===== config.mk =====
export PLATFORM = sky130hd
export DESIGN_NAME = moore_seq_gen
export DESIGN_NICKNAME = d
export VERILOG_FILES = /design/src/rtl/moore_seq_gen.sv
export SDC_FILE = /design/constraint.sdc
export NUM_CORES = 1
export LEC_CHECK = 0
export ABC_AREA = 1
export BUFFER_PORTS_ARGS = -buffer_cell sky130_fd_sc_hd__buf_2
export CAP_MARGIN = 20
export CELL_PAD_IN_SITES_DETAIL_PLACEMENT = 1
export CELL_PAD_IN_SITES_GLOBAL_PLACEMENT = 2
export CORE_UTILIZATION = 28
export DETAILED_ROUTE_END_ITERATION = 6
export GPL_TIMING_DRIVEN = 0
export PLACE_DENSITY = 0.68
export SYNTH_ARGS = -nofsm -noshare
export SYNTH_HDL_FRONTEND = slang
export SYNTH_SLANG_ARGS = --single-unit

===== constraint.sdc =====
create_clock -name clk -period 1.25 [get_ports clk]
set_input_delay 0.125 -clock clk [delete_from_list [all_inputs] [get_ports clk]]
set_output_delay 0.125 -clock clk [all_outputs]
set_load 0.01 [all_outputs]

===== src/rtl/moore_seq_gen.sv =====
// moore_seq_gen: Moore serial pattern generator feeding the serial sequence detectors.
// A start strobe in IDLE latches a PAT_W-bit pattern and a repeat count. The pattern
// is then shifted out MSB-first, one bit per clock, for the requested number of
// repeats. A one-cycle done pulse ends the transfer.
// Optional build macro SEQ_GEN_GAP_EN: inserts GAP_CYC idle cycles between repeats.
// All outputs are flops loaded from the next-state decode. Reset is asynchronous and
// active-low, so the outputs clear as soon as reset is asserted.

module moore_seq_gen #(
  parameter int unsigned PAT_W   = 4,
  parameter int unsigned CNT_W   = 4,
  parameter int unsigned GAP_CYC = 2
) (
  input  logic             clk,
  input  logic             reset,
  input  logic             start,
  input  logic [PAT_W-1:0] pattern,
  input  logic [CNT_W-1:0] repeat_n,
  output logic             a,
  output logic             a_valid,
  output logic             busy,
  output logic             done
);

  localparam int unsigned IDX_W = (PAT_W > 2) ? $clog2(PAT_W) : 1;
  localparam int unsigned GAP_W = 4;

  // Elaboration-time parameter range guards
  if (PAT_W < 2 || PAT_W > 32) begin : g_bad_pat_w
    $error("moore_seq_gen: PAT_W must be in 2..32");
  end
  if (CNT_W < 1) begin : g_bad_cnt_w
    $error("moore_seq_gen: CNT_W must be at least 1");
  end
  if (GAP_CYC < 1 || GAP_CYC > 15) begin : g_bad_gap
    $error("moore_seq_gen: GAP_CYC must be in 1..15");
  end

`ifdef SEQ_GEN_GAP_EN
  typedef enum logic [1:0] {
    S_IDLE = 2'd0,
    S_SEND = 2'd1,
    S_GAP  = 2'd2,
    S_DONE = 2'd3
  } state_t;
`else
  typedef enum logic [1:0] {
    S_IDLE = 2'd0,
    S_SEND = 2'd1,
    S_DONE = 2'd3
  } state_t;
`endif

  state_t             state_q, state_d;
  logic [PAT_W-1:0]   pat_q, pat_d;
  logic [CNT_W-1:0]   cnt_q, cnt_d;
  logic [IDX_W-1:0]   idx_q, idx_d;
`ifdef SEQ_GEN_GAP_EN
  logic [GAP_W-1:0]   gap_q, gap_d;
`endif
  logic               a_d, a_valid_d, busy_d, done_d;

  // State, datapath and output registers
  always_ff @(posedge clk or negedge reset) begin
    if (!reset) begin
      state_q <= S_IDLE;
      pat_q   <= '0;
      cnt_q   <= '0;
      idx_q   <= '0;
`ifdef SEQ_GEN_GAP_EN
      gap_q   <= '0;
`endif
      a       <= 1'b0;
      a_valid <= 1'b0;
      busy    <= 1'b0;
      done    <= 1'b0;
    end else begin
      state_q <= state_d;
      pat_q   <= pat_d;
      cnt_q   <= cnt_d;
      idx_q   <= idx_d;
`ifdef SEQ_GEN_GAP_EN
      gap_q   <= gap_d;
`endif
      a       <= a_d;
      a_valid <= a_valid_d;
      busy    <= busy_d;
      done    <= done_d;
    end
  end

  // Next-state, datapath update and Moore output decode of the next state
  always_comb begin
    state_d   = state_q;
    pat_d     = pat_q;
    cnt_d     = cnt_q;
    idx_d     = idx_q;
`ifdef SEQ_GEN_GAP_EN
    gap_d     = gap_q;
`endif
    a_d       = 1'b0;
    a_valid_d = 1'b0;
    busy_d    = 1'b0;
    done_d    = 1'b0;

    case (state_q)
      S_IDLE: begin
        if (start) begin
          if (repeat_n != '0) begin
            pat_d   = pattern;
            cnt_d   = repeat_n;
            idx_d   = IDX_W'(PAT_W - 1);
            state_d = S_SEND;
          end else begin
            state_d = S_DONE;
          end
        end
      end

      S_SEND: begin
        if (idx_q != '0) begin
          idx_d = idx_q - IDX_W'(1);
        end else begin
          // Last bit of this repeat: the counter saturates at zero
          cnt_d = (cnt_q != '0) ? (cnt_q - CNT_W'(1)) : '0;
          if (cnt_d != '0) begin
            idx_d = IDX_W'(PAT_W - 1);
`ifdef SEQ_GEN_GAP_EN
            gap_d   = GAP_W'(GAP_CYC - 1);
            state_d = S_GAP;
`else
            state_d = S_SEND;
`endif
          end else begin
            state_d = S_DONE;
          end
        end
      end

`ifdef SEQ_GEN_GAP_EN
      S_GAP: begin
        if (gap_q != '0) begin
          gap_d = gap_q - GAP_W'(1);
        end else begin
          state_d = S_SEND;
        end
      end
`endif

      S_DONE: begin
        state_d = S_IDLE;
      end

      default: begin
        state_d = S_IDLE;
      end
    endcase

    // Outputs depend only on the state being entered, so they are pure Moore once registered
    a_valid_d = (state_d == S_SEND);
    a_d       = (state_d == S_SEND) ? pat_d[idx_d] : 1'b0;
    busy_d    = (state_d != S_IDLE);
    done_d    = (state_d == S_DONE);
  end

endmodule

# After elaboration in Yosys (flattened, before gate mapping)
# Index checks and enable logic that the tools add are counted.
[totals]
word_cells = 46
ff_bits = 16
in_bits = 11
[op_classes]
reduce_logical = 8
eq_ne = 6
muxes = 21
magnitude_cmp = 1
addsub = 2
[op_table]
columns = ["op", "count"]
rows = [
  ["two-way mux 4 bit", 7],
  ["two-way mux 2 bit", 8],
  ["nonzero test 4 bit", 3],
  ["one-hot mux 2 bit (2 select lines)", 2],
  ["one-hot mux 4 bit (2 select lines)", 1],
  ["!= test 2 bit, second input constant", 3],
  ["nonzero test 2 bit", 3],
  ["== test 2 x 1 -> 1 bit, second input constant", 2],
  ["AND reduction 4 bit", 1],
  ["subtractor 4 x 1 -> 4 bit, second input constant", 1],
  ["less-than comparator 2 x 3 -> 1 bit, second input constant", 1],
  ["binary-select mux 1 bit (select 2 bit)", 1],
  ["== test 2 bit, second input constant", 1],
  ["zero test 2 bit", 1],
  ["two-way mux 1 bit", 2],
  ["subtractor 2 x 1 -> 2 bit, second input constant", 1],
]

# Depth between registers and ports, before layout
# Gate-level depths: netlist of run 1.
[logic_depth]
ltp_word = 9
mapped_depth = 9

# Least setup slack after synthesis of run 1
# OpenSTA, ideal clock, no wires.
[synth_path]
path_type = "register to register"
from = "reg state_q[1]"
to = "reg a"
synth_period_minus_slack_ns = 1.175
arrival_time_ns = 1.101
setup_time_ns = 0.073
path_stages_with_launch = 10
slack_ns = 0.075
path_cell_list = "dfrtp_1 -> inv_2 -> nand2_2 -> nor2_4 -> nand2_4 -> nand2_1 -> nand2_1 -> nand2_1 -> nand3_1 -> a21oi_2"
[synth_between]
elab_chain_cells = 5
word_cells_on_any_way = 11
cone_classes = "2 x eq/ne; 8 x mux; 1 x reduce/logical"
[synth_rtl]
columns = ["element", "line_no", "rtl"]
rows = [
  ["from (decl)", "54", "state_t state_q, state_d;"],
  ["from (signal assigned)", "78", "state_q <= state_d;"],
  ["== test 2 x 1 -> 1 bit / zero test 2 bit (equally long branches)", "106", "case (state_q)"],
  ["one-hot mux 2 bit (2 select lines) / two-way mux 4 bit (equally long branches)", "106", ""],
  ["binary-select mux 1 bit (select 2 bit)", "161", "a_d = (state_d == S_SEND) ? pat_d[idx_d] : 1'b0;"],
  ["two-way mux 1 bit (not written as such)", "161", ""],
  ["two-way mux 1 bit (*)", "161", ""],
  ["named net a_d", "61", "logic a_d, a_valid_d, busy_d, done_d;"],
  ["to (signal assigned)", "73", "a <= 1'b0;"],
  ["to (signal assigned)", "85", "a <= a_d;"],
  ["to (decl)", "19", "output logic a,"],
]
# Mark *: on every way through the listed nets, which the timed path passes. The rest lies on a longest branch. The select of a mux whose other input is x is not followed.
# A chain may end at the register's enable or synchronous reset.

# Final worst setup path of run 1
# Ends and elaborated chain as after synthesis.

==> results of run 1 <==
state kept, by name, summed over array words and instances, names as in the netlist:
signal,flops
busy,1
a_valid,1
a,1
done,1
idx_q,2
state_q,2
cnt_q,4
pat_q,4
logic make-up (layout without fill, tap and decap cells):
family	after synthesis	after routing	synth area share (%)
AO/OA/AOI/OAI	10	10	9.48
buffers and inverters	20	45	9.62
flip-flops	16	16	46.6
AND/OR/NAND/NOR	59	59	34.3
metal layers:
metal / vias to the layer above / wire length [um]
met1: 348 / 1040
met2: 9 / 892
met3: 4 / 46
li1: 374 / -
met4: 0 / 33
met5: - / 0
power groups by stage:
| stage | clock, uW | combinational (uW) | sequential (uW) |
|---|---|---|---|
| floorplan | 0 | 1210 | 921 |
| global placement | 0 | 1590 | 902 |
| detailed placement | 0 | 1600 | 912 |
| CTS | 381 | 1780 | 904 |
| global route | 411 | 2310 | 948 |
| finish | 368 | 2060 | 922 |
metrics by stage:
step / std cells / TNS (ns) / util [%] / area (um^2) / hold slack, ns
2_1_floorplan: 105 / 0 / - / 858 / -0.171
3_3_place_gp: 150 / -0.235 / 34.2 / 967 / 0.0698
3_5_place_dp: 150 / -0.239 / 34.2 / 967 / 0.0725
4_1_cts: 159 / -0.0894 / 37.8 / 1070 / 0.0857
5_1_grt: 161 / -0.427 / 40.5 / 1150 / 0.101
6_report: 161 / -0.0786 / 40.5 / 1150 / 0.0967
what timing repair did:
item | 4_1_cts | 5_1_grt
hold buffers | 1 | 0
resized for setup | 10 | 23
hold endpoints to repair | 16 | 0
setup buffers | 4 | 2
pin swaps | 9 | 11
endpoints found under the setup margin | 4 | 7
final cells by class:
type	count	area (um^2)
Inverter	19	73.8
Fill cell	346	1680
Multi-Input combinational cell	69	448
Sequential cell	16	402
Tap cell	31	38.8
Clock buffer	4	36.3
Timing Repair Buffer	21	133
Buffer	1	15.0
synthesized netlist by cell type:
| cell type | n | area share, % |
|---|---|---|
| nand2_1 | 31 | 14 |
| nor2_4 | 1 | 1.3 |
| nand2_4 | 1 | 1.3 |
| inv_2 | 1 | 0.44 |
| clkinv_1 | 1 | 0.44 |
| nor3_1 | 1 | 0.58 |
| o21ai_4 | 2 | 3.8 |
| nor2_1 | 6 | 2.6 |
| nand3b_1 | 4 | 3.5 |
| o31ai_1 | 1 | 0.87 |
| nand2_2 | 4 | 2.9 |
| dfrtp_1 | 16 | 47 |
| a22oi_1 | 1 | 0.87 |
| buf_6 | 1 | 1.3 |
| nand3_1 | 6 | 3.5 |
| nor2_2 | 2 | 1.5 |
| o21ai_0 | 5 | 2.9 |
| a21oi_2 | 1 | 1.0 |
| inv_1 | 17 | 7.4 |
| nand3_2 | 3 | 3.5 |
critical path, cell delays in order, from the launching register on:
cell	delay, ns
dfrtp_1	0.39
inv_2	0.09
nand2_4	0.06
nor2_4	0.13
nand2_4	0.14
nand2_2	0.11
nor2_2	0.05
nand2_2	0.06
nand3_2	0.08
a21oi_2	0.12
worst paths after layout:
kind | end
worst min-delay path | cnt_q[3]
worst min register to register | pat_q[3]
worst max-delay path | a
worst max register to register | a
min in group asynchronous | cnt_q[3]
max in group asynchronous | idx_q[0]
==> qor.csv, run 1 <==
metric,value,unit
Area growth syn-to-layout,33.5,%
clk root buf,clkbuf_4,
Worst Path Required,1.48,ns
DRC viols,2,
"Hold Violations, Final",0,
Max Root-Sink Buffers,2,
Die Span Y,57.4,um
initial antenna violation count,0,
Netlist cell types,20,
Worst Path Arrival,1.53,ns
"flops & latches, synth",16,
CTS H-tree lvls,1,
failing checks,"DRC, setup timing",
die width,57.4,um
unrepaired setup endpoints after global routing,true,
clk_skew,0.00946,ns
Tmin final,1.29,ns
Setup crit start,state_q[1],
slack of the worst reg-to-reg path,-0.04,ns
pre-CTS setup slack,-0.110,ns
met2 GRT Util,20.3,%
vias post-DR,735,
sequential area share after synthesis,46.6,%
"commonest non-fill, non-tap cells in the layout","nand2_1 (20), dfrtp_1 (15), inv_1 (14), buf_2 (14), nand2_2 (13)",
worst setup path category,flop to flop,
part of the cycle the worst path needs,104,%
placed wire-length estimate,1460,um
Cell Rows,19,
Yosys warning total,0,
worst hold path depth,3,
nets,142,
syn_area_per_cell,8.17,um^2
Comb pwr share,61.5,%
TritonCTS Buffers,3,
fmax,0.772,GHz
CTS tree,yes,
Hold Crit Class,primary input to flop,
most heavily used metal layer in global routing,met2,
drt initial violations,17,
Tot Pwr,3350,uW
Sinks on Clock Net,16,
Syn Inst Count,105,
Netlist Area Pre-Place,858,um^2
crit-path max FO,8,
LEAKAGE,0.000591,uW
largest net degree at the start of global routing,17,
vias in the first global route,729,
Max Cap Viol,0,
Startpoint Class,flop,
sequential share of power,27.5,%
GRT overflow,0,
FF-to-FF Start,state_q[1],
min setup slack post-route,-0.0446,ns
die area,3290,um^2
r2r worst-path depth,9,
drt wl/cell,12.5,um
type of destination of the critical path,flop,
"commonest non-fill, non-tap cell in the layout",nand2_1,
initial core utilization,30.3,%
Pwr Density,2930,nW/um^2
DR vias/cell,4.57,
Pint,1800,uW
met3 GRT Util,2.72,%
Net Sw Frac,46.4,%
worst rel slew slack,74.3,%
Ant. Diodes,0,
Routed Antenna Nets,0,
worst skew pair latency,0.30,ns
Max VDD drop,1.29,mV
status,"complete, but fails checks",
Net Sw Power,1560,uW
gr usage total,13.7,%
drt total wl,2010,um
Boundary Pins,15,
first-pass GRT wire length,3380,um
gpl congestion,0.680,
met1 usage,19.3,%
final slew viol count,0,
core area,2830,um^2
Post-Syn Nets,116,
Final setup viols,3,
hold wc startpoint,repeat_n[3],
Slew @ Worst Pin,0.386,ns
fraction of layout cells with a size suffix above 1,46.9,%
port bufs,14,
clock share of power,11.0,%
"Clk pin slew, worst setup/hold paths",0.11,ns
Initial DRT Pass Iterations,5,
Power figures use the tool's default switching activity.
==> inputs of run 2 (changes only) <==
--- a/config.mk
+++ b/config.mk
@@ -14,6 +14,8 @@
 export DETAILED_ROUTE_END_ITERATION = 6
 export GPL_TIMING_DRIVEN = 0
 export PLACE_DENSITY = 0.68
+export SKIP_CTS_REPAIR_TIMING = 1
+export SLEW_MARGIN = 25
 export SYNTH_ARGS = -nofsm -noshare
 export SYNTH_HDL_FRONTEND = slang
 export SYNTH_SLANG_ARGS = --single-unit
==> run 2 against run 1 <==
Compared with the run above:
- the run still ends with DRC, setup timing left
- combinational power shrank 14%
- count of clock-buffer cells in the layout is the same
- clock power shrank 2%
- sequential power shrank 0.4%
- sequential cell count is the same
- via count shrank 3.0%
- clock skew shrank 0.0033 ns
- largest cell class unchanged
- highest routed layer unchanged
==> qor.csv, run 2 (synthesized netlist as in run 1, its figures left out) <==
metric,value,unit
DRC viols,2,
largest net degree at the start of global routing,17,
"Hold Violations, Final",0,
nets,137,
TritonCTS Buffers,3,
vias post-DR,713,
Hold EP,busy,
status,"complete, but fails checks",
Slowest Stage Delay on Critical Path,0.39,ns
DR vias/cell,4.57,
Die Span Y,57.4,um
LEAKAGE,0.000563,uW
drt initial violations,18,
"Clk pin slew, worst setup/hold paths",0.11,ns
Setup TNS,-0.0670,ns
"commonest non-fill, non-tap cells in the layout","nand2_1 (22), inv_1 (16), dfrtp_1 (15)",
GRT overflow,0,
initial antenna violation count,0,
Worst Path Arrival,1.52,ns
Non-Filler Instances,156,
crit path cell chain,inv_2 > nand2_4 > nor2_4 > nand2_4 > nand2_2 > nand2_2 > nand2_2 > nand3_2 > a21oi_2,
FF-to-FF Start,state_q[1],
Ant. Diodes,0,
Pwr Density,2830,nW/um^2
worst hold path depth,3,
Worst Path Required,1.48,ns
worst skew pair latency,0.29,ns
die width,57.4,um
top flop regs,"cnt_q: 4 flops, pat_q: 4 flops",
type of destination of the critical path,flop,
Initial DRT Pass Iterations,5,
Slew @ Worst Pin,0.380,ns
pre-CTS setup slack,-0.110,ns
final slew viol count,0,
most frequent CP cell,nand2_2,
Max VDD drop,1.21,mV
Hold Crit Class,primary input to flop,
Boundary Pins,15,
RR Endpoint,a,
CTS H-tree lvls,1,
CP bufs+invs,1,
part of the cycle the worst path needs,103,%
"commonest non-fill, non-tap cell in the layout",nand2_1,
Crit path max-delay family,simple AND/OR/NAND/NOR gates,
Setup crit start,state_q[1],
core area,2830,um^2
hold wc startpoint,start,
Max Root-Sink Buffers,2,
r2r worst-path depth,9,
Worst path slowest cell,dfrtp_1,
Cell Rows,19,
gpl congestion,0.680,
fmax,0.773,GHz
port bufs,14,
slack of the worst reg-to-reg path,-0.04,ns
first-pass GRT wire length,3330,um
failing checks,"DRC, setup timing",
min setup slack post-route,-0.0432,ns
Max Cap Viol,0,
gr usage total,13.6,%
clk root buf,clkbuf_4,
crit-path max FO,8,
Area growth syn-to-layout,25.8,%
Routed Antenna Nets,0,
Startpoint Class,flop,
worst setup path category,flop to flop,
clk_skew,0.00618,ns
die area,3290,um^2
Tmin final,1.29,ns
CTS tree,yes,
Tot Pwr,3060,uW
fraction of layout cells with a size suffix above 1,40.0,%
vias in the first global route,709,
worst rel slew slack,74.7,%
drt wl/cell,12.1,um
final hold slack,0.0773,ns
initial core utilization,30.3,%
DP Cell Count,150,
unrepaired setup endpoints after global routing,true,
Sinks on Clock Net,16,
drt total wl,1880,um
placed wire-length estimate,1460,um
Final setup viols,3,
==> run 2: worst max-delay path by stage <==
stage          slack (ns)  end  cells past startpoint
4_1_cts             -0.14    a                      9
5_1_grt             -0.13    a                      9
2_1_floorplan        0.08    a                      9
3_3_place_gp        -0.12    a                      8
6_report            -0.04    a                      9
3_5_place_dp        -0.11    a                      9
==> run 2: power by group <==
| part | switching (uW) | total [uW] | leakage, uW | internal (uW) |
|---|---|---|---|---|
| Combinational | 1090 | 1780 | 0.000359 | 685 |
| Clock | 184 | 361 | 0.0000210 | 177 |
| Sequential | 150 | 918 | 0.000183 | 767 |
| Total | 1430 | 3060 | 0.000563 | 1630 |
==> run 2: worst min-delay path: cells and delay by family <==
| family | cells | cell delay, ns |
|---|---|---|
| simple gates | 2 | 0.11 |
| buf+inv | 1 | 0.10 |
==> run 2: area by class of cell <==
cell class / count / area (um^2)
inverters: 19 / 71.3
well taps: 31 / 38.8
clock buffers: 4 / 36.3
fillers: 348 / 1750
repair buffers: 16 / 91.3
flip-flops and latches: 16 / 402
plain buffers: 1 / 15.0
multi-input cells: 69 / 425
==> run 2: stage by stage <==
step	util, %	cell area (um^2)
global route	38.2	1080
finish	38.2	1080
detailed placement	34.2	967
global placement	34.2	967
floorplan	-	858
CTS	35.5	1000
==> run 2: layer usage <==
layer | global-route usage, % | routed length, um
met1 | 19.7 | 977
met2 | 19.1 | 846
met3 | 2.72 | 39
met4 | 6.27 | 19
met5 | 0 | 0
==> inputs of run 3 (changes only) <==
--- a/config.mk
+++ b/config.mk
@@ -10,10 +10,11 @@
 export CAP_MARGIN = 20
 export CELL_PAD_IN_SITES_DETAIL_PLACEMENT = 1
 export CELL_PAD_IN_SITES_GLOBAL_PLACEMENT = 2
-export CORE_UTILIZATION = 28
+export CORE_UTILIZATION = 33
 export DETAILED_ROUTE_END_ITERATION = 6
 export GPL_TIMING_DRIVEN = 0
-export PLACE_DENSITY = 0.68
+export HOLD_SLACK_MARGIN = 0.06
+export PLACE_DENSITY = 0.76
 export SKIP_CTS_REPAIR_TIMING = 1
 export SLEW_MARGIN = 25
 export SYNTH_ARGS = -nofsm -noshare
==> constraint.sdc (replaced) <==
create_clock -name clk -period 1.6 [get_ports clk]
set_input_delay 0.16 -clock clk [delete_from_list [all_inputs] [get_ports clk]]
set_output_delay 0.16 -clock clk [all_outputs]
set_load 0.01 [all_outputs]
==> run 3 against run 2 <==
Compared with the run above:
- the flow now finishes without violations
- routed wire length fell by 2.1%
- die area is 15% lower
- core utilization up 2.1 points
- sequential power shrank 24%
- sequential cell count is the same
- worst hold slack improved by 0.058 ns
- count of clock-buffer cells in the layout shrank 1
==> qor.csv, run 3 (synthesized netlist as in run 1, its figures left out) <==
metric,value,unit
Net Sw Power,1020,uW
unrepaired setup endpoints after global routing,false,
hold wc startpoint,start,
clock share of power,9.9,%
gr usage total,16.3,%
r2r worst-path depth,7,
Fill cells,324,
RR Endpoint,cnt_q[1],
first-pass GRT wire length,3210,um
largest net degree at the start of global routing,17,
Pwr Density,2160,nW/um^2
"commonest non-fill, non-tap cell in the layout",nand2_1,
clk root buf,clkbuf_4,
vias in the first global route,713,
worst rel slew slack,75.5,%
drt total wl,1840,um
Pint,1140,uW
drt wl/cell,12.0,um
"commonest non-fill, non-tap cells in the layout","nand2_1 (31), inv_1 (17), dfrtp_1 (16)",
clk_skew,0.00687,ns
Worst path slowest cell,dfrtp_1,
FF-to-FF Start,state_q[0],
Sinks on Clock Net,16,
initial antenna violation count,0,
sequential share of power,32.6,%
Final setup viols,0,
Comb pwr share,57.6,%
Startpoint Class,flop,
CTS H-tree lvls,1,
Max VDD drop,0.983,mV
Hold Crit Class,primary input to flop,
die width,53,um
GRT overflow,0,
Max Root-Sink Buffers,2,
slack of the worst reg-to-reg path,0.22,ns
Boundary Pins,15,
Non-Filler Instances,153,
CTS tree,yes,
Area growth syn-to-layout,16.3,%
Storage cell area,400,um^2
Max Cap Viol,0,
status,"complete, no violations",
worst skew pair latency,0.28,ns
type of destination of the critical path,flop,
LEAKAGE,0.000536,uW
final slew viol count,0,
part of the cycle the worst path needs,86.5,%
vias post-DR,707,
Crit path max-delay family,flip-flops,
CP bufs+invs,2,
pre-CTS setup slack,0.226,ns
Worst Path Arrival,1.54,ns
Hold EP,busy,
Die Span Y,53,um
initial core utilization,34.6,%
fraction of layout cells with a size suffix above 1,26.8,%
Setup TNS,0,ns
most frequent CP cell,o21ai_0,
fmax,0.722,GHz
nets,136,
TritonCTS Buffers,3,
Net Sw Frac,47.2,%
min setup slack post-route,0.215,ns
gpl congestion,0.688,
Ant. Diodes,0,
"Clk pin slew, worst setup/hold paths",0.10,ns
"Hold Violations, Final",0,
DP Cell Count,149,
placed wire-length estimate,1470,um
crit-path max FO,10,
Routed Antenna Nets,0,
DRC viols,0,
Initial DRT Pass Iterations,4,
Slew @ Worst Pin,0.367,ns
worst setup path category,flop to flop,
Tmin final,1.38,ns
Finished Core Util,40.3,%
Slowest Stage Delay on Critical Path,0.43,ns
Cell Rows,18,
core area,2480,um^2
die area,2810,um^2
top flop regs,"cnt_q: 4 flops, pat_q: 4 flops",
multi-input logic area,375,um^2
crit path cell chain,nand2_2 > buf_6 > inv_1 > nand2_1 > nor3_1 > o21ai_0 > o21ai_0,
DR vias/cell,4.62,
port bufs,14,
Worst Path Required,1.75,ns
worst hold path depth,3,
drt initial violations,5,
## run 3: cell count changes in the layout (fill, tap and decap cells not counted), sizes merged
cell,delta
clkbuf,-1
buf,-1
## run 3: how the worst max path moves through the flow
stage | endpoint | cells past startpoint | slack (ns) | startpoint
floorplan | a | 9 | 0.43 | state_q[1]
detailed placement | cnt_q[1] | 7 | 0.23 | state_q[0]
global route | a | 9 | 0.07 | state_q[1]
finish | cnt_q[1] | 7 | 0.22 | state_q[0]
CTS | cnt_q[1] | 7 | 0.21 | state_q[0]
global placement | a | 9 | 0.24 | state_q[1]
## run 3: tightest hold or removal path: cells and delay by family
| family | cells | cell delay (ns) |
|---|---|---|
| buffers and inverters | 1 | 0.08 |
| AND/OR/NAND/NOR | 2 | 0.14 |
## run 3: final cells by class
| class | instances | area share (%) |
|---|---|---|
| flip-flops and latches | 16 | 40.1 |
| multi-input cells | 69 | 37.6 |
| repair buffers | 15 | 8.02 |
| inverters | 19 | 7.14 |
| well taps | 30 | 3.76 |
| clock buffers | 3 | 2.26 |
| plain buffers | 1 | 1.13 |
## run 3: power by group through the flow
stage / clock [uW] / combinational (uW) / sequential (uW)
5_1_grt: 248 / 1450 / 726
3_5_place_dp: 0 / 1260 / 714
3_3_place_gp: 0 / 1220 / 703
2_1_floorplan: 0 / 943 / 720
6_report: 212 / 1240 / 702
4_1_cts: 227 / 1270 / 705
## run 3: metal layers
layer	GRT usage [%]	up-vias	wire, um
met5	0	-	0
met4	5.26	0	13
met3	3.45	2	52
met2	25.5	9	863
met1	22.2	334	913
li1	-	362	-
## run 3: metrics by stage
step                cell area [um^2]  hold WS (ns)  total power, uW
floorplan                        858        -0.136             1660
global placement                 966        0.0994             1920
detailed placement               966         0.102             1980
CTS                              988        -0.215             2200
global route                     998         0.146             2420
finish                           998         0.135             2150
